[src/rtl/text_console_ctrl.sv]
// Command-level front end for the text-mode video card: putchar/cursor/clear in, single cell writes out.
// Optional blinking cursor overlay is enabled by defining CURSOR_EN.
module text_console_ctrl #(
    parameter int unsigned COLS      = 80,
    parameter int unsigned ROWS      = 60,
    parameter logic [15:0] FILL      = 16'h0020,
    parameter int unsigned BLINK_DIV = 25000000
) (
    input  logic        clk,
    input  logic        reset,
    input  logic        STB,
    input  logic        WE,
    input  logic [1:0]  ADDR,
    input  logic [31:0] DAT_I,
    output logic [31:0] DAT_O,
    output logic        ACK,
    output logic        V_STB,
    output logic [31:0] V_ADDR,
    output logic [31:0] V_DAT,
    input  logic        V_ACK,
    output logic [5:0]  row_offset,
    output logic        cursor_vis,
    output logic [12:0] cursor_addr
);

    typedef enum logic [2:0] {
        IDLE,
        PUT_WR,
        ADVANCE,
        SCROLL_CLR,
        CLEAR,
        DONE
    } state_t;

    localparam logic [6:0]  COL_MAX    = 7'(COLS - 1);
    localparam logic [5:0]  ROW_MAX    = 6'(ROWS - 1);
    localparam logic [6:0]  ROWS7      = 7'(ROWS);
    localparam logic [12:0] COLS13     = 13'(COLS);
    localparam logic [12:0] ROW_LAST   = 13'(COLS - 1);
    localparam logic [12:0] CELLS_LAST = 13'(COLS * ROWS - 1);

    state_t      state_q, state_d;
    logic [6:0]  col_q, col_d;
    logic [5:0]  row_q, row_d;
    logic [5:0]  row_offset_q, row_offset_d;
    logic        v_stb_q, v_stb_d;
    logic [12:0] v_addr_q, v_addr_d;
    logic [15:0] v_dat_q, v_dat_d;
    logic [12:0] cnt_q, cnt_d;
    logic [12:0] base_q, base_d;
    logic        adv_q, adv_d;
    logic        line_feed;
    logic        busy;
    logic [6:0]  col_m1;
    logic [6:0]  set_col;
    logic [5:0]  set_row;

    // Logical (row, col) to physical cell index, folding the scroll offset modulo ROWS.
    function automatic logic [12:0] phys_addr(input logic [5:0] r, input logic [5:0] off,
                                              input logic [6:0] c);
        logic [6:0]  sum;
        logic [12:0] prow;
        sum = {1'b0, r} + {1'b0, off};
        if (sum >= ROWS7) begin
            sum = sum - ROWS7;
        end
        prow = {6'b0, sum};
        return 13'(prow * COLS13) + {6'b0, c};
    endfunction

    assign busy    = (state_q != IDLE);
    assign ACK     = (state_q == DONE);
    assign DAT_O   = {18'b0, busy, row_q, col_q};
    assign V_STB   = v_stb_q;
    assign V_ADDR  = {19'b0, v_addr_q};
    assign V_DAT   = {16'b0, v_dat_q};
    assign row_offset  = row_offset_q;
    assign cursor_addr = phys_addr(row_q, row_offset_q, col_q);

    assign col_m1  = col_q - 7'd1;
    assign set_col = (DAT_I[6:0] > COL_MAX) ? COL_MAX : DAT_I[6:0];
    assign set_row = (DAT_I[13:8] > ROW_MAX) ? ROW_MAX : DAT_I[13:8];

    always_comb begin
        state_d      = state_q;
        col_d        = col_q;
        row_d        = row_q;
        row_offset_d = row_offset_q;
        v_stb_d      = v_stb_q;
        v_addr_d     = v_addr_q;
        v_dat_d      = v_dat_q;
        cnt_d        = cnt_q;
        base_d       = base_q;
        adv_d        = adv_q;
        line_feed    = 1'b0;

        case (state_q)
            IDLE: begin
                if (STB && !ACK) begin
                    if (!WE) begin
                        state_d = DONE;
                    end else begin
                        case (ADDR)
                            2'd0: begin
                                case (DAT_I[7:0])
                                    8'h0A: begin
                                        col_d     = 7'd0;
                                        line_feed = 1'b1;
                                    end
                                    8'h0D: begin
                                        col_d   = 7'd0;
                                        state_d = DONE;
                                    end
                                    8'h08: begin
                                        if (col_q != 7'd0) begin
                                            col_d    = col_m1;
                                            v_stb_d  = 1'b1;
                                            v_addr_d = phys_addr(row_q, row_offset_q, col_m1);
                                            v_dat_d  = FILL;
                                            adv_d    = 1'b0;
                                            state_d  = PUT_WR;
                                        end else begin
                                            state_d = DONE;
                                        end
                                    end
                                    default: begin
                                        v_stb_d  = 1'b1;
                                        v_addr_d = phys_addr(row_q, row_offset_q, col_q);
                                        v_dat_d  = DAT_I[15:0];
                                        adv_d    = 1'b1;
                                        state_d  = PUT_WR;
                                    end
                                endcase
                            end
                            2'd1: begin
                                col_d   = set_col;
                                row_d   = set_row;
                                state_d = DONE;
                            end
                            2'd2: begin
                                cnt_d   = 13'd0;
                                state_d = CLEAR;
                            end
                            default: state_d = DONE;
                        endcase
                    end
                end
            end
            PUT_WR: begin
                if (V_ACK) begin
                    v_stb_d = 1'b0;
                    state_d = adv_q ? ADVANCE : DONE;
                end
            end
            ADVANCE: begin
                if (col_q == COL_MAX) begin
                    col_d     = 7'd0;
                    line_feed = 1'b1;
                end else begin
                    col_d   = col_q + 7'd1;
                    state_d = DONE;
                end
            end
            SCROLL_CLR, CLEAR: begin
                // Strobe drops for one cycle after every acknowledge before the next cell goes out.
                if (!v_stb_q) begin
                    v_stb_d  = 1'b1;
                    v_addr_d = (state_q == CLEAR) ? cnt_q : base_q + cnt_q;
                    v_dat_d  = FILL;
                end else if (V_ACK) begin
                    v_stb_d = 1'b0;
                    cnt_d   = cnt_q + 13'd1;
                    if (state_q == CLEAR && cnt_q == CELLS_LAST) begin
                        row_offset_d = 6'd0;
                        col_d        = 7'd0;
                        row_d        = 6'd0;
                        state_d      = DONE;
                    end else if (state_q == SCROLL_CLR && cnt_q == ROW_LAST) begin
                        state_d = DONE;
                    end
                end
            end
            DONE: state_d = IDLE;
            default: state_d = IDLE;
        endcase

        // At the bottom row the screen scrolls: the old top physical row becomes the blank bottom row.
        if (line_feed) begin
            if (row_q == ROW_MAX) begin
                row_offset_d = (row_offset_q == ROW_MAX) ? 6'd0 : row_offset_q + 6'd1;
                base_d       = 13'({7'b0, row_offset_q} * COLS13);
                cnt_d        = 13'd0;
                state_d      = SCROLL_CLR;
            end else begin
                row_d   = row_q + 6'd1;
                state_d = DONE;
            end
        end
    end

    always_ff @(posedge clk) begin
        if (reset) begin
            state_q      <= IDLE;
            col_q        <= 7'd0;
            row_q        <= 6'd0;
            row_offset_q <= 6'd0;
            v_stb_q      <= 1'b0;
            v_addr_q     <= 13'd0;
            v_dat_q      <= 16'd0;
            cnt_q        <= 13'd0;
            base_q       <= 13'd0;
            adv_q        <= 1'b0;
        end else begin
            state_q      <= state_d;
            col_q        <= col_d;
            row_q        <= row_d;
            row_offset_q <= row_offset_d;
            v_stb_q      <= v_stb_d;
            v_addr_q     <= v_addr_d;
            v_dat_q      <= v_dat_d;
            cnt_q        <= cnt_d;
            base_q       <= base_d;
            adv_q        <= adv_d;
        end
    end

    logic unused_dat_hi;
    assign unused_dat_hi = ^DAT_I[31:16];

`ifdef CURSOR_EN
    logic [31:0] blink_cnt_q, blink_cnt_d;
    logic        phase_q, phase_d;

    always_comb begin
        blink_cnt_d = blink_cnt_q + 32'd1;
        phase_d     = phase_q;
        if (blink_cnt_q == 32'(BLINK_DIV - 1)) begin
            blink_cnt_d = 32'd0;
            phase_d     = ~phase_q;
        end
    end

    always_ff @(posedge clk) begin
        if (reset) begin
            blink_cnt_q <= 32'd0;
            phase_q     <= 1'b0;
        end else begin
            blink_cnt_q <= blink_cnt_d;
            phase_q     <= phase_d;
        end
    end

    assign cursor_vis = phase_q & ~busy;
`else
    logic unused_blink;
    assign unused_blink = (BLINK_DIV != 0);
    assign cursor_vis   = 1'b0;
`endif

endmodule

[config.mk]
export PLATFORM = sky130hd
export DESIGN_NAME = text_console_ctrl
export DESIGN_NICKNAME = d
export VERILOG_FILES = /design/src/rtl/text_console_ctrl.sv
export SDC_FILE = /design/constraint.sdc
export NUM_CORES = 1
export LEC_CHECK = 0
export CAP_MARGIN = 10
export CORE_MARGIN = 8
export CORE_UTILIZATION = 45
export CTS_CLUSTER_DIAMETER = 60
export DETAILED_ROUTE_END_ITERATION = 8
export HOLD_SLACK_MARGIN = 0.15
export MAX_ROUTING_LAYER = met4
export PLACE_DENSITY = 0.74
export SYNTH_ARGS = -nofsm -noshare
export SYNTH_HDL_FRONTEND = slang
export SYNTH_SLANG_ARGS = --single-unit
export TNS_END_PERCENT = 5
[constraint.sdc]
create_clock -name clk -period 8.18 [get_ports clk]
set_input_delay 2.454 -clock clk [delete_from_list [all_inputs] [get_ports clk]]
set_output_delay 2.454 -clock clk [all_outputs]
set_load 0.05 [all_outputs]
=== Word-level counts from Yosys, hierarchy flattened ===
Cells that the tools add are included.

* Input bits: 39
* Bits in registers: 75
* Output and inout port bits: 118

* Bitwise logic cells: 1
* Add/subtract/negate cells: 11
* $lt $le $gt $ge: 3
* Multiplexer cells: 95
* Reductions and logical operators: 20
* Eq/ne operators: 36
* $mul: 4

{| class="wikitable"
|+ Operators by type and width
! kind !! count
|-
| two-way mux 13 bit || 13
|-
| two-way mux 7 bit || 20
|-
| two-way mux 6 bit || 16
|-
| two-way mux 16 bit || 5
|-
| one-hot mux 13 bit (2 select lines) || 3
|-
| one-hot mux 16 bit (2 select lines) || 2
|-
| adder 13 x 7 -> 13 bit || 3
|-
| two-way mux 3 bit || 12
|-
| one-hot mux 7 bit (2 select lines) || 2
|-
| multiplier 7 x 3 -> 9 bit (second input constant) || 3
|-
| == test 8 x 4 -> 1 bit (second input constant) || 3
|-
| one-hot mux 7 bit (3 select lines) || 1
|-
| AND reduction 7 bit || 3
|-
| != test 2 bit (second input constant) || 9
|-
| != test 3 bit (second input constant) || 6
|-
| adder 13 x 1 -> 13 bit (second input constant) || 1
|-
| adder 13 bit || 1
|-
| == test 13 bit (second input constant) || 1
|-
| == test 13 x 7 -> 1 bit (second input constant) || 1
|-
| two-way mux 1 bit || 13
|-
| adder 6 x 1 -> 6 bit (second input constant) || 2
|-
| == test 6 bit (second input constant) || 2
|-
| one-hot mux 3 bit (4 select lines) || 1
|-
| one-hot mux 6 bit (2 select lines) || 1
|-
| 36 further kinds || 46
|}

=== Depth between registers and ports, before layout ===
* Word-level depth: 17
* Gate-level depth with buffers: 18
* Mapped depth without buffers: 18

=== Least setup slack after synthesis ===
Ideal clock, no wire load.

* Path kind: register to output
* Start point: register row_offset_q[1] (netlist: row_offset[1])
* End point: output port cursor_addr[12]
* Stages on the path, launching flop included: 17
* Arrival time: 5.166 ns
* Slack: 0.560 ns
* Path through: dfxtp_1 -> ha_1 -> a211o_1 -> and2_1 -> nor2_1 -> ha_1 -> a31oi_1 -> o21ai_0 -> mux2_2 -> ha_1 -> ha_1 -> fa_1 -> nand2_1 -> or2_2 -> nand2b_1 -> nor2_1 -> xor2_1

* Cells in the longest elaborated chain, start to end: 5
* Elaborated cells between the ends (all ways): 6

{| class="wikitable"
|+ RTL lines
! item !! line !! source
|-
| start: declaration || 45 || <nowiki>logic [5:0] row_offset_q, row_offset_d;</nowiki>
|-
| start signal: assignment || 217 || <nowiki>row_offset_q <= row_offset_d;</nowiki>
|-
| adder 6 x 6 -> 7 bit * || 63 || <nowiki>sum = {1'b0, r} + {1'b0, off};</nowiki>
|-
| subtractor 7 x 6 -> 7 bit or >= comparator 7 x 6 -> 1 bit (tied branches) || 65, 64 ||
|-
| two-way mux 7 bit * || 64 || <nowiki>if (sum >= ROWS7) begin</nowiki>
|-
| multiplier 7 x 3 -> 9 bit * || 68 || <nowiki>return 13'(prow * COLS13) + {6'b0, c};</nowiki>
|-
| adder 13 x 7 -> 13 bit * || 68 ||
|-
| end: declaration || 23 || <nowiki>output logic [12:0] cursor_addr</nowiki>
|}

Every way passes the cells marked *; elsewhere a longest branch is shown, timed or not.

=== Final worst setup path ===
* Start point: register row_q[1]
* End point: output port cursor_addr[9]

* Cells in the longest elaborated chain, start to end: 5
* Elaborated cells between the ends (all ways): 6

{| class="wikitable"
|+ RTL lines
! item !! line !! source
|-
| start: declaration || 44 || <nowiki>logic [5:0] row_q, row_d;</nowiki>
|-
| start signal: assignment || 216 || <nowiki>row_q <= row_d;</nowiki>
|-
| adder 6 x 6 -> 7 bit * || 63 ||
|-
| subtractor 7 x 6 -> 7 bit or >= comparator 7 x 6 -> 1 bit (tied branches) || 65, 64 ||
|-
| two-way mux 7 bit * || 64 ||
|-
| multiplier 7 x 3 -> 9 bit * || 68 ||
|-
| adder 13 x 7 -> 13 bit * || 68 ||
|}

Marked as above.

==> impl_metrics.json <==
{
  "outcome": "complete, no violations",
  "numCtsBuffers": 9,
  "synth_compound_area_share_pct": 21.6,
  "synthSimpleGateAreaFrac_pct": 25.1,
  "use_met1_pct": 25.4,
  "seq_area_frac_synth_pct": 24.2,
  "critical_path_class": "reg -> out",
  "synth_area_leader_cell": "dfxtp_1",
  "layout-drive-gt1-share_pct": 6.92,
  "fin_setup_tns_ps": 0,
  "post-place-ws_ps": 314,
  "antenna_cells": 0,
  "synth_area_leaders": "dfxtp_1, ha_1, buf_4",
  "die_x_um": 133,
  "num_io_pins": 157,
  "cp.required_ps": 5730,
  "combPwrFrac_pct": 52.9,
  "synth_area_um2": 6210,
  "portBuffers": 86,
  "grt_pass1_wl_mm": 28.8,
  "clk_pin_slew_ps": 70,
  "start_util_pct": 45.5,
  "synth-xor-area-share_pct": 5.36,
  "synth_fa_ha_area_share_pct": 11.2,
  "num_rows": 43,
  "p_sw_uw": 901,
  "synth_cell_types": 70,
  "synth_top_area_share_pct": 24.2,
  "cts_hold_buffers": 0,
  "cts_setup_buffers": 0,
  "syn_avg_cell_area_um2": 7.65,
  "relSlewSlack_pct": 30.5,
  "ys.flop_type": "dfxtp_1",
  "nets": 968,
  "worstPathArrival_ps": 5420,
  "routed_wl_mm": 17.6,
  "synth-edff-count": 0,
  "p_seq_share_pct": 27.2,
  "tritoncts": "built",
  "ys_top_cells_by_count": "nand2_1, nor2_1, a21oi_1",
  "h-tree-depth": 3,
  "final_hold_viol_count": 0,
  "first_global_vias": 5686,
  "powerDensity_nw_per_um2": 255,
  "synthArstFlopShare_pct": 0,
  "gr-total-overflow": 0,
  "crit_fanout": 6,
  "dpl.cell_count": 1046,
  "synth_mux_area_share_pct": 1.17,
  "first_pass_iters": 5,
  "via_count": 6018,
  "p_sw_share_pct": 49.2,
  "gp_congestion": 0.878,
  "grt_setup_unrepaired": "no",
  "maxCapViolCount": 0,
  "place_hpwl_mm": 13.1,
  "dr.first_iter.drc_count": 497,
  "synth_most_common_cell": "nand2_1",
  "dieArea_um2": 17800,
  "synth_top_family_by_area": "simple AND/OR/NAND/NOR gates",
  "instances_no_fill": 1061,
  "finalWorstSetupSlack_ps": 301,
  "clk_latency_ps": 350,
  "worstMarginPinSlew_ps": 1040,
  "drt-vias-per-instance": 5.67,
  "ant_nets": 0,
  "cp-end-kind": "primary output",
  "synth_cells": 812,
  "clockBufferDepth": 2,
  "p_leak_nw": 2.91,
  "grt-busiest-layer": "met2",
  "p_int_uw": 929,
  "setup_viol": 0,
  "dieHeight_um": 133,
  "antenna_found_initial": 0,
  "skew_ps": 15.1,
  "final_max_slew_viol_count": 0,
  "cts_num_sinks": 75,
  "vdd_drop_max_mv": 0.149,
  "design.core.area_um2": 13700,
  "track_usage_pct": 20.3,
  "finalCriticalPeriod_ps": 7880,
  "ys.warnings.count": 0,
  "post-route-period-util_pct": 96.3,
  "drc": 0,
  "wire_per_inst_um": 16.6,
  "ys_ff_latch": 75,
  "syn_to_final_growth_pct": 15.6,
  "grtUsageMet3_pct": 4.41,
  "grt_max_degree": 42,
  "max_freq_mhz": 127,
  "clock_power_share_pct": 19.9,
  "critPathLaunchType": "flip-flop",
  "root_buffer": "clkbuf_16",
  "min_path_type": "reg -> reg",
  "met2_usage_pct": 31.4
}
==> critical path, cell delays in order (launching register included) <==
cell and delay, ps:
dfxtp_1 510, ha_1 290, a211o_1 360, and2_1 220, nor2_1 170, ha_1 280, a31oi_1 100, o21ai_0 390
mux2_2 420, ha_1 280, ha_1 230, fa_1 600, nand2_1 90, nor2_1 140, xnor2_1 160, clkdlybuf4s50_1 840
==> power groups by stage <==
stage          clock (mW)  sequential, mW  combinational [mW]
3_5_place_dp            0           0.503               0.969
2_1_floorplan           0           0.663               0.583
3_3_place_gp            0           0.501               0.959
4_1_cts             0.371           0.496               0.971
6_report            0.365           0.497               0.968
5_1_grt             0.386           0.507                1.04
==> sequential cells by signal, indices dropped and copies added, names as in the netlist <==
register and count:
v_dat_q 16, cnt_q 13, v_addr_q 13, base_q 9, col_q 7, row_offset 6
row_q 6, state_q 3, V_STB 1, adv_q 1
==> cells in the final DEF (no fill, tap or decap), types with 6 or more instances in the layout <==
cell type,count
or2_2,11
nor3_1,15
clkbuf_16,9
a21o_1,11
nor2_1,88
xnor2_1,25
nand3_1,41
xor2_1,13
dfxtp_1,75
clkdlybuf4s50_1,82
a21oi_1,78
o211ai_1,7
inv_1,17
or3_1,6
a31oi_1,7
and3_1,9
nand2b_1,7
o21ai_0,28
fa_1,6
a311oi_1,7
a211oi_1,11
ha_1,46
conb_1,54
buf_4,11
nand2_1,95
a22oi_1,12
nor2b_1,12
==> cell families after synthesis <==
group / after synthesis
AOI/OAI and AO/OA: 204
other: 1
DFF: 75
and+or+nand+nor: 322
buffers and inverters: 113
adders and majority gates: 52
muxes: 7
xor gates and xnor gates: 38
==> path summary, 6_finish.rpt <==
check	startpoint	end	slack, ps	cells past startpoint
max reg2reg	row_q[1]	v_addr_q[11]	3050	17
max	row_q[1]	cursor_addr[9]	300	15
min	v_dat_q[6]	v_dat_q[6]	450	2
min reg2reg	v_dat_q[6]	v_dat_q[6]	450	2
==> stage by stage <==
step	hold WS, ps	total power [mW]	instance area (µm²)	util (%)
floorplan	436	1.25	6410	-
global placement	438	1.46	6930	50.7
detailed placement	446	1.47	6930	50.7
CTS	454	1.84	7190	52.6
global route	479	1.94	7180	52.6
finish	452	1.83	7180	52.6
==> layout make-up <==
class                   count  area, µm²
multi-input cells         677       4210
inverters                  17       63.8
fillers                  1313       6480
well taps                 180        225
repair buffers             97        927
clock buffers              10        229
clock inverters             5       31.3
flip-flops and latches     75       1500
==> per-layer routing <==
metal	vias up	wire, µm
met1	2820	8030
met3	34	1230
li1	2923	-
met2	241	7950
met5	-	0
met4	0	404
==> what timing repair did <==
action | CTS | global route
endpoints found under the setup margin | 3 | 2
gates resized for setup | 3 | 5
cloned | 0 | 0
(Power assumes the default switching activity.)
